[src/rtl/adder_bist_pkg.sv]
// Shared types and constants for the adder BIST controller.
// Holds the FSM state encoding, the LFSR tap mask and seed helpers.
package adder_bist_pkg;

  typedef enum logic [1:0] {
    ST_IDLE  = 2'd0,
    ST_DRIVE = 2'd1,
    ST_CHECK = 2'd2,
    ST_DONE  = 2'd3
  } state_e;

  // Taps for x^8+x^6+x^5+x^4+1 in shift-left Fibonacci form: bits 7,5,4,3.
  localparam logic [7:0] LFSR_TAPS     = 8'hB8;
  localparam logic [7:0] SEED_ZERO_SUB = 8'h01;
  localparam logic [7:0] NO_FAIL       = 8'hFF;
  localparam logic [7:0] ERR_MAX       = 8'hFF;

  function automatic logic [7:0] lfsr_next(input logic [7:0] cur);
    return {cur[6:0], ^(cur & LFSR_TAPS)};
  endfunction

  // An all-zero seed would lock the LFSR, so it is swapped for a legal one.
  function automatic logic [7:0] seed_fix(input logic [7:0] seed);
    return (seed == 8'h00) ? SEED_ZERO_SUB : seed;
  endfunction

endpackage

[src/rtl/adder_bist_if.sv]
// Bus between the BIST controller (master) and the adder under test plus
// whoever launches runs (slave side).
interface adder_bist_if;
  logic       start;
  logic [7:0] num_vec;
  logic [7:0] op_a;
  logic [7:0] op_b;
  logic [7:0] sum_in;
  logic       busy;
  logic       done;
  logic       pass;
  logic [7:0] err_cnt;
  logic [7:0] first_fail;

  modport master (
    input  start, num_vec, sum_in,
    output op_a, op_b, busy, done, pass, err_cnt, first_fail
  );

  modport slave (
    output start, num_vec, sum_in,
    input  op_a, op_b, busy, done, pass, err_cnt, first_fail
  );
endinterface

[src/rtl/adder_bist_lfsr8.sv]
// 8-bit Fibonacci LFSR with synchronous load and step enables.
// Load has priority over step; reset clears the register to zero.
module lfsr8
  import adder_bist_pkg::*;
(
  input  logic       clk,
  input  logic       rst,
  input  logic       load_i,
  input  logic       step_i,
  input  logic [7:0] seed_i,
  output logic [7:0] value_o
);

  logic [7:0] value_q;

  always_ff @(posedge clk or posedge rst) begin
    if (rst) begin
      value_q <= '0;
    end else if (load_i) begin
      value_q <= seed_i;
    end else if (step_i) begin
      value_q <= lfsr_next(value_q);
    end
  end

  assign value_o = value_q;

endmodule

[src/rtl/adder_bist.sv]
// BIST controller for an 8-bit adder: drives LFSR operand pairs, checks the
// returned sum, and reports error count, first failing index and pass/fail.
module adder_bist
  import adder_bist_pkg::*;
#(
  parameter logic [7:0] SEED_A = 8'hA5,
  parameter logic [7:0] SEED_B = 8'h3C
) (
  input  logic         clk,
  input  logic         rst,
  adder_bist_if.master bus
);

  localparam logic [1:0][7:0] SEEDS = {seed_fix(SEED_B), seed_fix(SEED_A)};

  state_e     state_q;
  logic [7:0] vec_cnt_q;
  logic [7:0] err_cnt_q;
  logic [7:0] err_cnt_d;
  logic [7:0] first_fail_q;
  logic [7:0] first_fail_d;
  logic       busy_q;
  logic       done_q;
  logic       pass_q;

  logic       lfsr_load;
  logic       lfsr_step;
  logic [7:0] lfsr_val [2];
  logic [7:0] exp_sum;
  logic [7:0] last_idx;
  logic       mismatch;
  logic       last_vec;

  assign lfsr_load = (state_q == ST_IDLE) && bus.start;
  assign lfsr_step = (state_q == ST_CHECK) && !last_vec;

  for (genvar gi = 0; gi < 2; gi++) begin : g_lfsr
    lfsr8 u_lfsr (
      .clk     (clk),
      .rst     (rst),
      .load_i  (lfsr_load),
      .step_i  (lfsr_step),
      .seed_i  (SEEDS[gi]),
      .value_o (lfsr_val[gi])
    );
  end

  // 8-bit sum drops the carry; num_vec of 0 wraps to a last index of 255.
  assign exp_sum  = lfsr_val[0] + lfsr_val[1];
  assign last_idx = bus.num_vec - 8'd1;
  assign mismatch = (bus.sum_in != exp_sum);
  assign last_vec = (vec_cnt_q == last_idx);

  assign err_cnt_d    = (mismatch && (err_cnt_q != ERR_MAX)) ? err_cnt_q + 8'd1 : err_cnt_q;
  assign first_fail_d = (mismatch && (first_fail_q == NO_FAIL)) ? vec_cnt_q : first_fail_q;

  always_ff @(posedge clk or posedge rst) begin
    if (rst) begin
      state_q      <= ST_IDLE;
      vec_cnt_q    <= '0;
      err_cnt_q    <= '0;
      first_fail_q <= NO_FAIL;
      busy_q       <= 1'b0;
      done_q       <= 1'b0;
      pass_q       <= 1'b0;
    end else begin
      case (state_q)
        ST_IDLE: begin
          done_q <= 1'b0;
          if (bus.start) begin
            vec_cnt_q    <= '0;
            err_cnt_q    <= '0;
            first_fail_q <= NO_FAIL;
            pass_q       <= 1'b0;
            busy_q       <= 1'b1;
            state_q      <= ST_DRIVE;
          end
        end
        ST_DRIVE: begin
          state_q <= ST_CHECK;
        end
        ST_CHECK: begin
          err_cnt_q    <= err_cnt_d;
          first_fail_q <= first_fail_d;
          if (last_vec) begin
            // Verdict includes the result of this final check.
            pass_q  <= (err_cnt_d == 8'd0);
            busy_q  <= 1'b0;
            done_q  <= 1'b1;
            state_q <= ST_DONE;
          end else begin
            vec_cnt_q <= vec_cnt_q + 8'd1;
            state_q   <= ST_DRIVE;
          end
        end
        ST_DONE: begin
          done_q  <= 1'b0;
          state_q <= ST_IDLE;
        end
        default: begin
          state_q <= ST_IDLE;
        end
      endcase
    end
  end

  assign bus.op_a       = lfsr_val[0];
  assign bus.op_b       = lfsr_val[1];
  assign bus.busy       = busy_q;
  assign bus.done       = done_q;
  assign bus.pass       = pass_q;
  assign bus.err_cnt    = err_cnt_q;
  assign bus.first_fail = first_fail_q;

endmodule

[src/flat_wrapper.sv]
// flat-port wrapper written by rule: the top's interface ports become plain ports
module adder_bist_flat import adder_bist_pkg::*;
#(
  parameter logic [7:0] SEED_A = 8'hA5,
  parameter logic [7:0] SEED_B = 8'h3C
)
  (clk, rst, bus_start, bus_num_vec, bus_sum_in, bus_op_a, bus_op_b, bus_busy, bus_done, bus_pass, bus_err_cnt, bus_first_fail);
  adder_bist_if bus_i ();
  input  logic clk;
  input  logic rst;
  input wire logic [$bits(bus_i.start)-1:0] bus_start;
  input wire logic [$bits(bus_i.num_vec)-1:0] bus_num_vec;
  input wire logic [$bits(bus_i.sum_in)-1:0] bus_sum_in;
  output wire logic [$bits(bus_i.op_a)-1:0] bus_op_a;
  output wire logic [$bits(bus_i.op_b)-1:0] bus_op_b;
  output wire logic [$bits(bus_i.busy)-1:0] bus_busy;
  output wire logic [$bits(bus_i.done)-1:0] bus_done;
  output wire logic [$bits(bus_i.pass)-1:0] bus_pass;
  output wire logic [$bits(bus_i.err_cnt)-1:0] bus_err_cnt;
  output wire logic [$bits(bus_i.first_fail)-1:0] bus_first_fail;
  assign bus_i.start = bus_start;
  assign bus_i.num_vec = bus_num_vec;
  assign bus_i.sum_in = bus_sum_in;
  assign bus_op_a = bus_i.op_a;
  assign bus_op_b = bus_i.op_b;
  assign bus_busy = bus_i.busy;
  assign bus_done = bus_i.done;
  assign bus_pass = bus_i.pass;
  assign bus_err_cnt = bus_i.err_cnt;
  assign bus_first_fail = bus_i.first_fail;
  adder_bist #(.SEED_A(SEED_A), .SEED_B(SEED_B)) u_core (.clk(clk), .rst(rst), .bus(bus_i));
endmodule
[config.mk]
export PLATFORM = sky130hd
export DESIGN_NAME = adder_bist_flat
export DESIGN_NICKNAME = d
export VERILOG_FILES = /design/src/rtl/adder_bist_pkg.sv /design/src/rtl/adder_bist_if.sv /design/src/rtl/adder_bist_lfsr8.sv /design/src/rtl/adder_bist.sv /design/src/flat_wrapper.sv
export SDC_FILE = /design/constraint.sdc
export NUM_CORES = 1
export LEC_CHECK = 0
export CORE_ASPECT_RATIO = 0.5
export CORE_MARGIN = 2
export CORE_UTILIZATION = 45
export DETAILED_ROUTE_END_ITERATION = 16
export GPL_TIMING_DRIVEN = 1
export PLACE_DENSITY_LB_ADDON = 0.08
export SYNTH_ARGS = -nofsm -noshare
export SYNTH_HDL_FRONTEND = slang
export SYNTH_HIERARCHICAL = 1
export SYNTH_SLANG_ARGS = --single-unit
export TNS_END_PERCENT = 100
[constraint.sdc]
create_clock -name clk -period 5.7 [get_ports clk]
set_clock_uncertainty 0.2 [all_clocks]
set_input_delay 0.57 -clock clk [delete_from_list [all_inputs] [get_ports clk]]
set_output_delay 0.57 -clock clk [all_outputs]
set_load 0.02 [all_outputs]
---- Word-level counts from Yosys, hierarchy flattened ----
Cells that the tools add are included.
storage, ports and cells
  register bits after elaboration ......... 45
  latch bits .............................. 0
  RAM bits ................................ 0
  memory bits (read-only) ................. 0
  input port bits ......................... 19
  output and inout bits ................... 35
  logic and storage cells ................. 65
  memories kept ........................... 0
operators by class
  add/subtract/negate cells ............... 4
  multipliers ............................. 0
  div/mod/pow operators ................... 0
  magnitude comparators ................... 0
  eq/ne operators ......................... 11
  shifts and indexed selects .............. 0
  mux-type cells .......................... 23
  bitwise gates (word level) .............. 0
  reduce and logical (&&, ||, !) cells .... 18
operator list
  cell                                                                count
  8-bit 2-to-1 mux                                                    9
  8-bit one-hot mux with 2 select lines                               3
  8-bit by 1-bit adder with 8-bit output, second input constant       2
  8-bit parity                                                        2
  3-bit AND reduction                                                 3
  8-bit adder                                                         1
  8-bit == test                                                       1
  8-bit == test, second input constant                                1
  8-bit zero test                                                     1
  8-bit != test                                                       1
  8-bit != test, second input constant                                1
  2-bit one-hot mux with 4 select lines                               1
  8-bit by 1-bit subtractor with 8-bit output, second input constant  1
  2-bit != test, second input constant                                3
  1-bit one-hot mux with 2 select lines                               3
  2-bit nonzero test                                                  3
  1-bit 2-to-1 mux                                                    5
  2-bit == test, second input constant                                2
  1-bit logical AND                                                   4
  2-bit 2-to-1 mux                                                    2
  2-bit AND reduction                                                 2
  2-bit by 1-bit == test with 1-bit output, second input constant     1
  2-bit zero test                                                     1
  2-bit by 1-bit != test with 1-bit output, second input constant     1
  2 further kinds                                                     2

---- Logic depth before layout (Yosys ltp) ----
  depth after elaboration ................. 7
  mapped depth ............................ 11

---- Hierarchy ----
Netlist, hierarchy kept.
modules (own cells, without submodules)
  module      instances  cells each  area an instance (µm²)
  adder_bist  1          266         2394.8
  lfsr8       2          39          397.9

---- Worst setup path before layout ----
OpenSTA, ideal clock, no wires.
  path kind ............................... register to register
  start ................................... register u_core.g_lfsr[0].u_lfsr.value_q[0]
  end ..................................... register u_core.first_fail_q[1], in the netlist u_core/bus.first_fail[1]
  arrival ................................. 2.742 ns
  required time ........................... 5.418 ns
  setup slack ............................. 2.676 ns
  stages on the path, launching flop included .. 10
  period minus slack after synthesis ...... 3.024 ns
  path through ............................ dfrtp_1 ha_1 fa_1 a211oi_1 o21bai_1 a21oi_1 xor2_1 a311o_1 a21oi_4 mux2_2
between the ends
  longest elaborated chain between the ends .. 5
RTL lines
  item                                  RTL line                RTL
  start, declared                       adder_bist_lfsr8.sv:14  logic [7:0] value_q;
  start signal, assigned                adder_bist_lfsr8.sv:20  value_q <= seed_i;
  start signal, assigned                adder_bist_lfsr8.sv:22  value_q <= lfsr_next(value_q);
  8-bit adder                           adder_bist.sv:49        assign exp_sum = lfsr_val[0] + lfsr_val[1];
  8-bit != test                         adder_bist.sv:51        assign mismatch = (bus.sum_in != exp_sum);
  1-bit logical AND                     adder_bist.sv:55        assign first_fail_d = (mismatch && (first_fail_q == NO_FAIL)) ? vec_cnt_q : first_fail_q;
  2-bit != test (no source line)        n/a
  3-bit AND reduction (no source line)  n/a
  end signal, assigned                  adder_bist.sv:84        first_fail_q <= first_fail_d;
  end, declared                         adder_bist.sv:20        logic [7:0] first_fail_q;
No other way between the ends.
A chain may end at the register's enable or synchronous reset.

---- Worst setup path in the final report ----
  start ................................... input bus_num_vec[0]
  end ..................................... register u_core.done_q, in the netlist u_core/bus.done
between the ends
  longest elaborated chain between the ends .. 4
RTL lines
  item                                                       RTL line            RTL
  start, declared                                            flat_wrapper.sv:12  input wire logic [$bits(bus_i.num_vec)-1:0] bus_num_vec;
  8-bit by 1-bit subtractor with 8-bit output                adder_bist.sv:50    assign last_idx = bus.num_vec - 8'd1;
  8-bit == test                                              adder_bist.sv:52    assign last_vec = (vec_cnt_q == last_idx);
  2-bit by 1-bit != test with 1-bit output (no source line)  n/a
  2-bit AND reduction (no source line)                       n/a
  end signal, assigned                                       adder_bist.sv:64    done_q <= 1'b0;
  end signal, assigned                                       adder_bist.sv:69    done_q <= 1'b0;
  end signal, assigned                                       adder_bist.sv:89    done_q <= 1'b1;
  end, declared                                              adder_bist.sv:23    logic done_q;
No other way between the ends.

==> flow_summary.toml <==
[layout]
fin_cells = 500
syn2layout_area_growth_pct = 25.3
antenna_cells = 0
final_layout_size_suffix_gt1_share_pct = 8.82
final_nets = 441

[worst_setup_path]
critPathArrivalTime_ns = 3.60
crit_required_ns = 5.67
crit_start = "bus_num_vec[0]"
crit_type = "in -> reg"
cp-start-kind = "input pin"
crit-reg2reg-launch = "u_core/g_lfsr[1].u_lfsr/value_o[0]"
cp_max_fo = 22
end_kind = "flip-flop"

[clock_network]
clock_path_buffers = 2
cts_setup_buffers = 0
cts_tree = "done"
postCtsHoldBufs = 0
htree_levels = 2
cts_root_buffer = "clkbuf_16"
path_clk_slew_ns = 0.07
cts_resized = 0
worstSkewPairLatency_ns = 0.29
numClockSinks = 45
numCtsBuffers = 5

[sta]
worst_pin_slew_ns = 1.30
timing.final.crit_share_pct = 63.6
finalSetupViolCount = 0
slew_headroom_pct = 13.1
whs_ns = 0.274
period_minus_slack_ns = 3.63
fmax_ghz = 0.276
rsz0062_at_grt = "false"
fin_ws_ns = 2.07
setup-tns-final_ns = 0
finalHoldViolCount = 0
slew_viol_final = 0

[logic_synthesis]
synth_most_common_cell = "dfrtp_1"
synth_area_um2 = 3190
synth_seq_cells = 45
synth_mux_area_share_pct = 8.51
yosys.area_share.simple_pct = 17.4
synth_top_family_by_area = "compound AO/OA/AOI/OAI gates"
synth-seq-area-share_pct = 35.6
synthCells = 344
synth_area_leader_cell = "dfrtp_1"
yosysTopAreaCellShare_pct = 29.0
synthXorXnorAreaFrac_pct = 10.2
netlist_top_cells_area = "dfrtp_1 (29%), dfstp_2 (6.6%), ha_1 (5.5%), xnor2_1 (5.5%), mux2i_1 (5.3%)"
ys_async_sr_fraction_pct = 100
synth_edf_count = 0
synthDistinctLibCells = 56
synth_commonest_cells = "dfrtp_1 (37), nand2_1 (30), o21ai_0 (27)"
synth-adder-area-share_pct = 6.12
ys.flop_type = "dfrtp_1"
yosysWarnings = 6
avgSynthCellArea_um2 = 9.27
synth_compound_area_share_pct = 18.3

[die]
die_area_um2 = 7820
rows = 21
core_um2 = 6780
start_util_pct = 47.1
die_h_um = 63.5
ios = 54
die_w_um = 123

[power]
p_leak_nw = 1.65
peakVddDrop_uv = 294
finalPower_mw = 2.22
p_per_area_nw_per_um2 = 556

[route]
drt_wl_total_um = 7650
drt-pass1-iter-count = 4
via_count = 2770
routedWlPerCell_um = 15.3
vias_per_cell = 5.54
ant_nets = 0
drtIter0Drc = 96
drc_errors = 0

[run]
maxCapViolCount = 0

[grt]
antenna_found_initial = 0
grt_pass1_vias = 2657
grt_first_pass_wirelength_um = 12900
grtUsageTotal_pct = 20.9
grt_start_max_net_pins = 35
overflow = 0

[place]
post-place-ws_ns = 1.79
place.detailed.hpwl_um = 5610
port_buffers = 53
gp_congestion = 0.924
dp_cells = 492

[run_status]
outcome = "completed"

[min_path]
hp-start = "u_core/bus.first_fail[0]"
hold_class = "reg -> reg"
[critical path, cell delays in order]
cell,delay [ns]
clkdlybuf4s50_1,0.51
inv_1,0.06
ha_1,0.28
nand3b_1,0.11
o21ai_0,0.08
o31ai_1,0.41
nor4b_4,0.15
nor2_2,0.99
nor2_1,0.10
mux2_2,0.32
[worst paths after layout]
| check | cells after the start | endpoint | slack [ns] |
|---|---|---|---|
| max | 10 | u_core/bus.done | 2.07 |
| min | 2 | u_core/bus.first_fail[0] | 0.27 |
| max reg2reg | 9 | u_core/bus.pass | 2.39 |
| min reg2reg | 2 | u_core/bus.first_fail[0] | 0.27 |
| max in group asynchronous | 2 | u_core/vec_cnt_q[4] | 3.86 |
| min in group asynchronous | 2 | u_core/g_lfsr[1].u_lfsr/value_o[1] | 0.42 |
[state kept, by name, summed over array words and instances (netlist names)]
name	cells
u_core/bus.pass	1
u_core/g_lfsr.u_lfsr/value_o	16
u_core/bus.first_fail	8
u_core/bus.err_cnt	8
u_core/state_q	2
u_core/vec_cnt_q	8
u_core/bus.busy	1
u_core/bus.done	1
[final cells by class]
cell class	count	area (um2)
clock buffer	5	125
clock inverter	3	22.5
fill	596	2780
inverter	14	52.6
multi-input combinational	285	1990
sequential	45	1140
tap	92	115
timing repair buffer	56	553
[cell families after synthesis]
logic type                 count (synthesis)
buffers and inverters                     28
xor gates and xnor gates                  37
AOI/OAI and AO/OA                         86
adders and majority gates                 15
and+or+nand+nor                          105
DFF                                       45
muxes                                     26
other                                      2
[per-layer routing]
layer | share of wire, % | up-vias | GRT usage (%)
li1 | - | 1362 | -
met1 | 46 | 1318 | 27.5
met2 | 47 | 83 | 35.4
met3 | 5.5 | 7 | 4.53
met4 | 0.71 | 0 | 4.40
met5 | 0 | - | 0
[where the power goes]
part	internal [mW]	total [mW]	switching [mW]
clock network	0.162	0.288	0.126
registers	0.450	0.599	0.149
logic	0.598	1.33	0.736
total	1.21	2.22	1.01
[stage by stage]
step	utilization [%]	instance area [um2]
6_report	59.0	4000
5_1_grt	59.0	4000
4_1_cts	59.0	4000
3_3_place_gp	56.8	3850
2_1_floorplan	-	3240
3_5_place_dp	56.8	3850
[layout by cell type, fill, tap and decap left out, types with 4 or more instances in the layout]
cell,n
nor3_1,6
and3_1,7
a21oi_1,12
nand2b_1,12
o21ai_0,26
clkbuf_16,5
xnor2_1,20
nand4_1,5
mux2i_1,17
a31oi_1,4
dfrtp_1,37
conb_1,16
nand3_1,9
inv_1,14
ha_1,14
dfstp_2,8
xor2_1,17
nor2_1,16
nand2_1,30
mux2_2,9
clkdlybuf4s50_1,53
o21ai_1,5
a211oi_1,5
Note: power is estimated with default switching activity, not from simulation.
